File: src/rtl/run_ctrl.sv
// Run controller: preloads the core register file from a latched image, holds the core
// in reset, runs it until core_done or timeout, and reports pass/timeout with a cycle count.
module run_ctrl #(
    parameter int NUM_REGS      = 8,
    parameter int DW            = 8,
    parameter int AW            = $clog2(NUM_REGS),
    parameter int HOLD_CYCLES   = 2,
    parameter int TIMEOUT       = 500,
    parameter int SETTLE_CYCLES = 4,
    parameter int CW            = $clog2(TIMEOUT + 1)
) (
    input  logic                   clk,
    input  logic                   reset,
    input  logic                   start,
    input  logic [NUM_REGS*DW-1:0] init_data,
    output logic                   rf_we,
    output logic [AW-1:0]          rf_waddr,
    output logic [DW-1:0]          rf_wdata,
    output logic                   core_reset,
    input  logic                   core_done,
    output logic                   busy,
    output logic                   pass,
    output logic                   timeout,
    output logic [CW-1:0]          cycle_count
);

    localparam int CNT_W = 16;

    typedef enum logic [2:0] {
        S_IDLE,
        S_PRELOAD,
        S_HOLD,
        S_RUN,
        S_SETTLE,
        S_PASS,
        S_TOUT
    } state_t;

    state_t           state_q, state_d;
    logic [CNT_W-1:0] cnt_q, cnt_d;
    logic [CW-1:0]    cycle_q, cycle_d;
    logic             rf_we_q, rf_we_d;
    logic [AW-1:0]    rf_waddr_q, rf_waddr_d;
    logic [DW-1:0]    rf_wdata_q, rf_wdata_d;
    logic [DW-1:0]    image_q [NUM_REGS];
    logic [DW-1:0]    image_d [NUM_REGS];
    logic [AW-1:0]    rf_idx;

    assign rf_idx = cnt_q[AW-1:0];

    always_ff @(posedge clk or negedge reset) begin
        if (!reset) begin
            state_q    <= S_IDLE;
            cnt_q      <= '0;
            cycle_q    <= '0;
            rf_we_q    <= 1'b0;
            rf_waddr_q <= '0;
            rf_wdata_q <= '0;
            for (int unsigned i = 0; i < NUM_REGS; i++) begin
                image_q[i] <= '0;
            end
        end else begin
            state_q    <= state_d;
            cnt_q      <= cnt_d;
            cycle_q    <= cycle_d;
            rf_we_q    <= rf_we_d;
            rf_waddr_q <= rf_waddr_d;
            rf_wdata_q <= rf_wdata_d;
            for (int unsigned i = 0; i < NUM_REGS; i++) begin
                image_q[i] <= image_d[i];
            end
        end
    end

    always_comb begin
        state_d    = state_q;
        cnt_d      = cnt_q;
        cycle_d    = cycle_q;
        rf_we_d    = 1'b0;
        rf_waddr_d = rf_waddr_q;
        rf_wdata_d = rf_wdata_q;
        for (int unsigned i = 0; i < NUM_REGS; i++) begin
            image_d[i] = image_q[i];
        end

        case (state_q)
            S_IDLE, S_PASS, S_TOUT: begin
                if (start) begin
                    for (int unsigned i = 0; i < NUM_REGS; i++) begin
                        image_d[i] = init_data[i*DW +: DW];
                    end
                    cycle_d = '0;
                    cnt_d   = '0;
                    state_d = S_PRELOAD;
                end
            end
            // First PRELOAD cycle only primes the write pipeline; the registered
            // writes then appear on NUM_REGS consecutive cycles.
            S_PRELOAD: begin
                if (cnt_q < CNT_W'(NUM_REGS)) begin
                    rf_we_d    = 1'b1;
                    rf_waddr_d = rf_idx;
                    rf_wdata_d = image_q[rf_idx];
                    cnt_d      = cnt_q + 1'b1;
                end else begin
                    cnt_d   = '0;
                    state_d = S_HOLD;
                end
            end
            S_HOLD: begin
                if (cnt_q == CNT_W'(HOLD_CYCLES - 1)) begin
                    cnt_d   = '0;
                    state_d = S_RUN;
                end else begin
                    cnt_d = cnt_q + 1'b1;
                end
            end
            // Done takes priority over the timeout limit in the same cycle.
            S_RUN: begin
                if (core_done) begin
                    cnt_d   = '0;
                    state_d = S_SETTLE;
                end else if (cycle_q == CW'(TIMEOUT - 1)) begin
                    state_d = S_TOUT;
                end else begin
                    cycle_d = cycle_q + 1'b1;
                end
            end
            S_SETTLE: begin
                if (cnt_q == CNT_W'(SETTLE_CYCLES - 1)) begin
                    cnt_d   = '0;
                    state_d = S_PASS;
                end else begin
                    cnt_d = cnt_q + 1'b1;
                end
            end
            default: begin
                state_d = S_IDLE;
            end
        endcase
    end

    assign rf_we       = rf_we_q;
    assign rf_waddr    = rf_waddr_q;
    assign rf_wdata    = rf_wdata_q;
    assign cycle_count = cycle_q;
    assign core_reset  = !((state_q == S_RUN) || (state_q == S_SETTLE));
    assign busy        = (state_q == S_PRELOAD) || (state_q == S_HOLD) ||
                         (state_q == S_RUN)     || (state_q == S_SETTLE);
    assign pass        = (state_q == S_PASS);
    assign timeout     = (state_q == S_TOUT);

endmodule

File: config.mk
export PLATFORM = sky130hd
export DESIGN_NAME = run_ctrl
export DESIGN_NICKNAME = d
export VERILOG_FILES = /design/src/rtl/run_ctrl.sv
export SDC_FILE = /design/constraint.sdc
export NUM_CORES = 1
export LEC_CHECK = 0
export BUFFER_PORTS_ARGS = -buffer_cell sky130_fd_sc_hd__buf_2
export CELL_PAD_IN_SITES_DETAIL_PLACEMENT = 0
export CELL_PAD_IN_SITES_GLOBAL_PLACEMENT = 2
export CORE_ASPECT_RATIO = 0.75
export CORE_MARGIN = 2
export CORE_UTILIZATION = 37
export CTS_CLUSTER_SIZE = 10
export DETAILED_ROUTE_END_ITERATION = 8
export PLACE_DENSITY_LB_ADDON = 0.1
export SLEW_MARGIN = 20
export SYNTH_ARGS = -nofsm -noshare
export SYNTH_HDL_FRONTEND = slang
export SYNTH_SLANG_ARGS = --single-unit
File: constraint.sdc
create_clock -name clk -period 3.4 [get_ports clk]
set_input_delay 0.68 -clock clk [delete_from_list [all_inputs] [get_ports clk]]
set_output_delay 0.68 -clock clk [all_outputs]
set_load 0.02 [all_outputs]
After elaboration in Yosys (flattened, before gate mapping). Index checks and enable logic that the tools add are counted.

Reductions and logical operators: 14. Equality and inequality tests: 17. Bitwise logic cells: 1. Order comparisons: 2. Mux-type cells: 22. $add $sub $neg: 2.

Operator list (number): $mux 16 (5); $pmux 16 s5 (1); $mux 9 (3); $bmux 8 s3 (1); $mux 3 (6); $pmux 9 s2 (1); $add 16x1->16 const B (1); $eq 16x1->1 const B (1); $eq 16x2->1 const B (1); $lt 16x4->1 const B (1); $mux 8 (2); $pmux 3 s5 (1); $ne 2x2->1 const B (7); $add 9x1->9 const B (1); $eq 3x3->1 const B (3); $eq 9x9->1 const B (1); $eq 3x2->1 const B (2); $reduce_and 5->1 (1); $reduce_bool 5->1 (1); $ge 4x4->1 const B (1); $logic_or 1x1->1 (4); $not 3->4 (1); $reduce_and 2->1 (2); $reduce_and 4->1 (1); 8 further kinds (9).

Output and inout port bits: 25. Input bits: 68. Register bits: 104.

Longest topological paths before layout.
Depth after elaboration: 4. Gate-level depth with buffers: 9. Mapped depth without buffers: 6.

Worst setup path before layout. Ideal clock, no wire load.

Path type: reg2reg. From: register cnt_q[1]. To: register cnt_q[2]. Path slack: 1.129 ns. Arrival time: 2.149 ns. Cell stages (with the launch flop): 9. Setup time: 0.122 ns. Clock period less this slack: 2.271 ns. Cell sequence: dfrtp_1 buf_2 buf_1 inv_1 ha_1 inv_1 o311a_1 or4_4 a32o_1.

Longest elaborated chain between the ends: 3. Elaborated cells on any way between the ends: 8. Classes of those cells: add/sub (1); order compare (1); eq/ne (2); mux (4).

Ends and longest elaborated chain: from (decl) (line 40) `logic [CNT_W-1:0] cnt_q, cnt_d;`; from (signal assigned) (line 64) `cnt_q <= cnt_d;`; $add 16x1->16, or another cell as far along (line 104, 115, 134); $mux 16, on equally long branches (line 130, 100, 111); $pmux 16 s5 (*) (line 86) `case (state_q)`.

Mark *: on every way between the ends. The rest lies on a longest branch, timed or not. A chain may end at the register's enable or synchronous reset.

Final worst setup path.
From: register cnt_q[11]. To: register cnt_q[7].

Longest elaborated chain between the ends: 3. Elaborated cells on any way between the ends: 7. Classes of those cells: order compare (1); eq/ne (2); mux (4).

Ends and longest elaborated chain: $lt 16x4->1, or another cell as far along (line 100) `if (cnt_q < CNT_W'(NUM_REGS)) begin`; $mux 16, on equally long branches (line 100, 111, 130); $pmux 16 s5 (*) (line 86).

Marks and branches as above.

==> out/results.ini <==
[placed_design]
gp_congestion = 0.7926
dpl_cell_area_um2 = 5637
hpwl_mm = 8.372
dp_slack_ns = 0.8511
place.port_buffers = 92

[sta]
fin_crit_ns = 2.560
tns_ns = 0
worstMarginPinSlew_ns = 0.8616
drv_slew = 0
skew_ns = 0.01146
rsz0062_at_grt = false
fmax_mhz = 390.6
finalSetupViolCount = 0
hold_viol_final = 0
post-route-period-util_pct = 75.29
worst_slack_ns = 0.8400
relSlewSlack_pct = 42.56

[logic_synthesis]
synth_seq_area_share_pct = 51.78
synth_top_area_cell = dfrtp_1
yosys.area.top_type_share_pct = 51.78
yosysWarnings = 0
synth_area_leaders = dfrtp_1, nand2_1, mux4_2
avgSynthCellArea_um2 = 9.273
syn_inst = 542
synth-edff-count = 0
syn-num-nets = 614
synthArstFlopShare_pct = 100.0
ys_seq_elements = 104
synth_common_cells = nand2_1, dfrtp_1, nor2_1
synth.most_common_cell = nand2_1
yosysUniqueCellTypes = 51
synth-main-ff-cell = dfrtp_1
syn_area_um2 = 5026

[power_and_ir_drop]
peakVddDrop_uv = 594.4
cellPowerDensity_nw_per_um2 = 877.5
p_leak_nw = 2.996

[final_layout]
drive_gt1_share_pct = 22.88
stdcell_area_um2 = 5939
utilization_pct = 45.31
n_antenna_cell = 0
num-nets-final = 693
area_delta_synth_final_pct = 18.17

[cts]
post_cts_buffers = 0
cts_tree = yes
cts.sinks = 104
ctsHtreeMaxLevel = 3
clk_path_buf_depth = 2
clk_latency_ns = 0.35
clkTransAtPathRegs_ns = 0.07
cts_buffers = 9
root_buffer = clkbuf_16
hold_buffers = 0
cts_resized = 0

[setup_path]
critPathRequiredTime_ns = 3.65
worst_r2r_path_depth = 6
crit_type = reg -> reg
r2r_start = cnt_q[11]
worstPathArrival_ns = 2.81
cp-startpoint = cnt_q[11]
regToRegSetupSlack_ns = 0.84
start_kind = flop
cp_max_fo = 22
r2r_end = cnt_q[7]
cp-end-kind = flop

[job]
cap_violations = 0

[die]
die_w_um = 138.6
rows = 36
die_area_um2 = 14540
initial_utilization_pct = 38.34
ios = 93
die_y_um = 104.9
coreArea_um2 = 13110

[global_routing]
track_usage_pct = 17.24
grt_pass1_wl_mm = 19.81
grt_pass1_vias = 3871
grt-ovfl-total = 0
antenna_found_initial = 0
grt_max_degree = 73

[drt]
post_drt_wl_per_cell_um = 15.15
drt-vias-per-instance = 4.899
detail-route-antenna-nets = 0
wirelength_mm = 12.06
drt-pass1-iter-count = 5
vias = 3900
drt-initial-drc-count = 218
remaining_drc_errors = 0

[hold_path]
worstHoldPathType = in -> async

[status]
status = finished, final reports clean

[power breakdown]
group / internal, mW / switching [mW] / leakage (nW) / total (mW)
Sequential: 1.71 / 0.359 / 1.34 / 2.07
Combinational: 0.843 / 1.24 / 1.51 / 2.08
Clock: 0.581 / 0.481 / 0.146 / 1.06
[worst max path at each step]
| stage | endpoint | slack, ns |
|---|---|---|
| 3_5_place_dp | cnt_q[7] | 0.85 |
| 3_3_place_gp | cnt_q[3] | 0.93 |
| 2_1_floorplan | cnt_q[2] | 1.13 |
| 5_1_grt | cnt_q[7] | 0.66 |
| 4_1_cts | cnt_q[7] | 0.82 |
| 6_report | cnt_q[7] | 0.84 |
[area by class of cell]
type,count,area [um2]
inverter,9,33.78
multi-input combinational,397,2263
sequential,104,2603
clock buffer,9,225.2
clock inverter,6,77.57
tap,171,214.0
fill,1300,7168
timing repair buffer,100,523.0
[per-stage QoR]
step / hold WS [ns] / power (mW) / cells
2_1_floorplan: 0.3844 / 3.577 / 542
3_3_place_gp: 0.4543 / 4.176 / 781
3_5_place_dp: 0.4575 / 4.214 / 781
4_1_cts: 0.4744 / 5.302 / 796
5_1_grt: 0.4949 / 5.636 / 796
6_report: 0.4235 / 5.212 / 796
[placed cells by master, fill, tap and decap left out, types with 8 or more instances in the layout]
cell,synthesis,layout
nand2_1,228,228
dfrtp_1,104,104
buf_2,7,91
nor2_1,25,25
o21ai_0,16,16
mux4_2,16,16
mux2i_1,11,11
nor3_1,10,10
clkbuf_16,0,9
buf_4,2,9
inv_1,8,8
nand3_1,8,8
[per-layer routing]
layer	GRT usage, %	part of all wire, %
met1	24.44	50
met2	25.99	44
met3	5.683	5.8
met4	3.499	0.61
met5	0	0
[worst max-delay path: stages (launching register included)]
cell and delay (ns):
dfrtp_1 0.43, nor4_2 0.36, nand4_1 0.19, or3_2 0.68, inv_2 0.33, nor3_1 0.17, o32ai_1 0.29
[registers in the layout (all words and copies together) (netlist names)]
signal	count
cnt_q	16
cycle_count	9
image_q	64
rf_waddr	3
rf_wdata	8
rf_we	1
state_q	3
[logic make-up (layout without fill, tap and decap cells)]
kind of cell | after synthesis | count (layout) | share of synthesized area, %
and+or+nand+nor | 307 | 307 | 25.99
DFF | 104 | 104 | 51.78
AOI/OAI and AO/OA | 51 | 51 | 7.095
buffers and inverters | 41 | 124 | 3.386
muxes | 27 | 27 | 9.360
xor gates and xnor gates | 8 | 8 | 1.394
adders and majority gates | 4 | 4 | 0.9958
(Power assumes the default switching activity.)
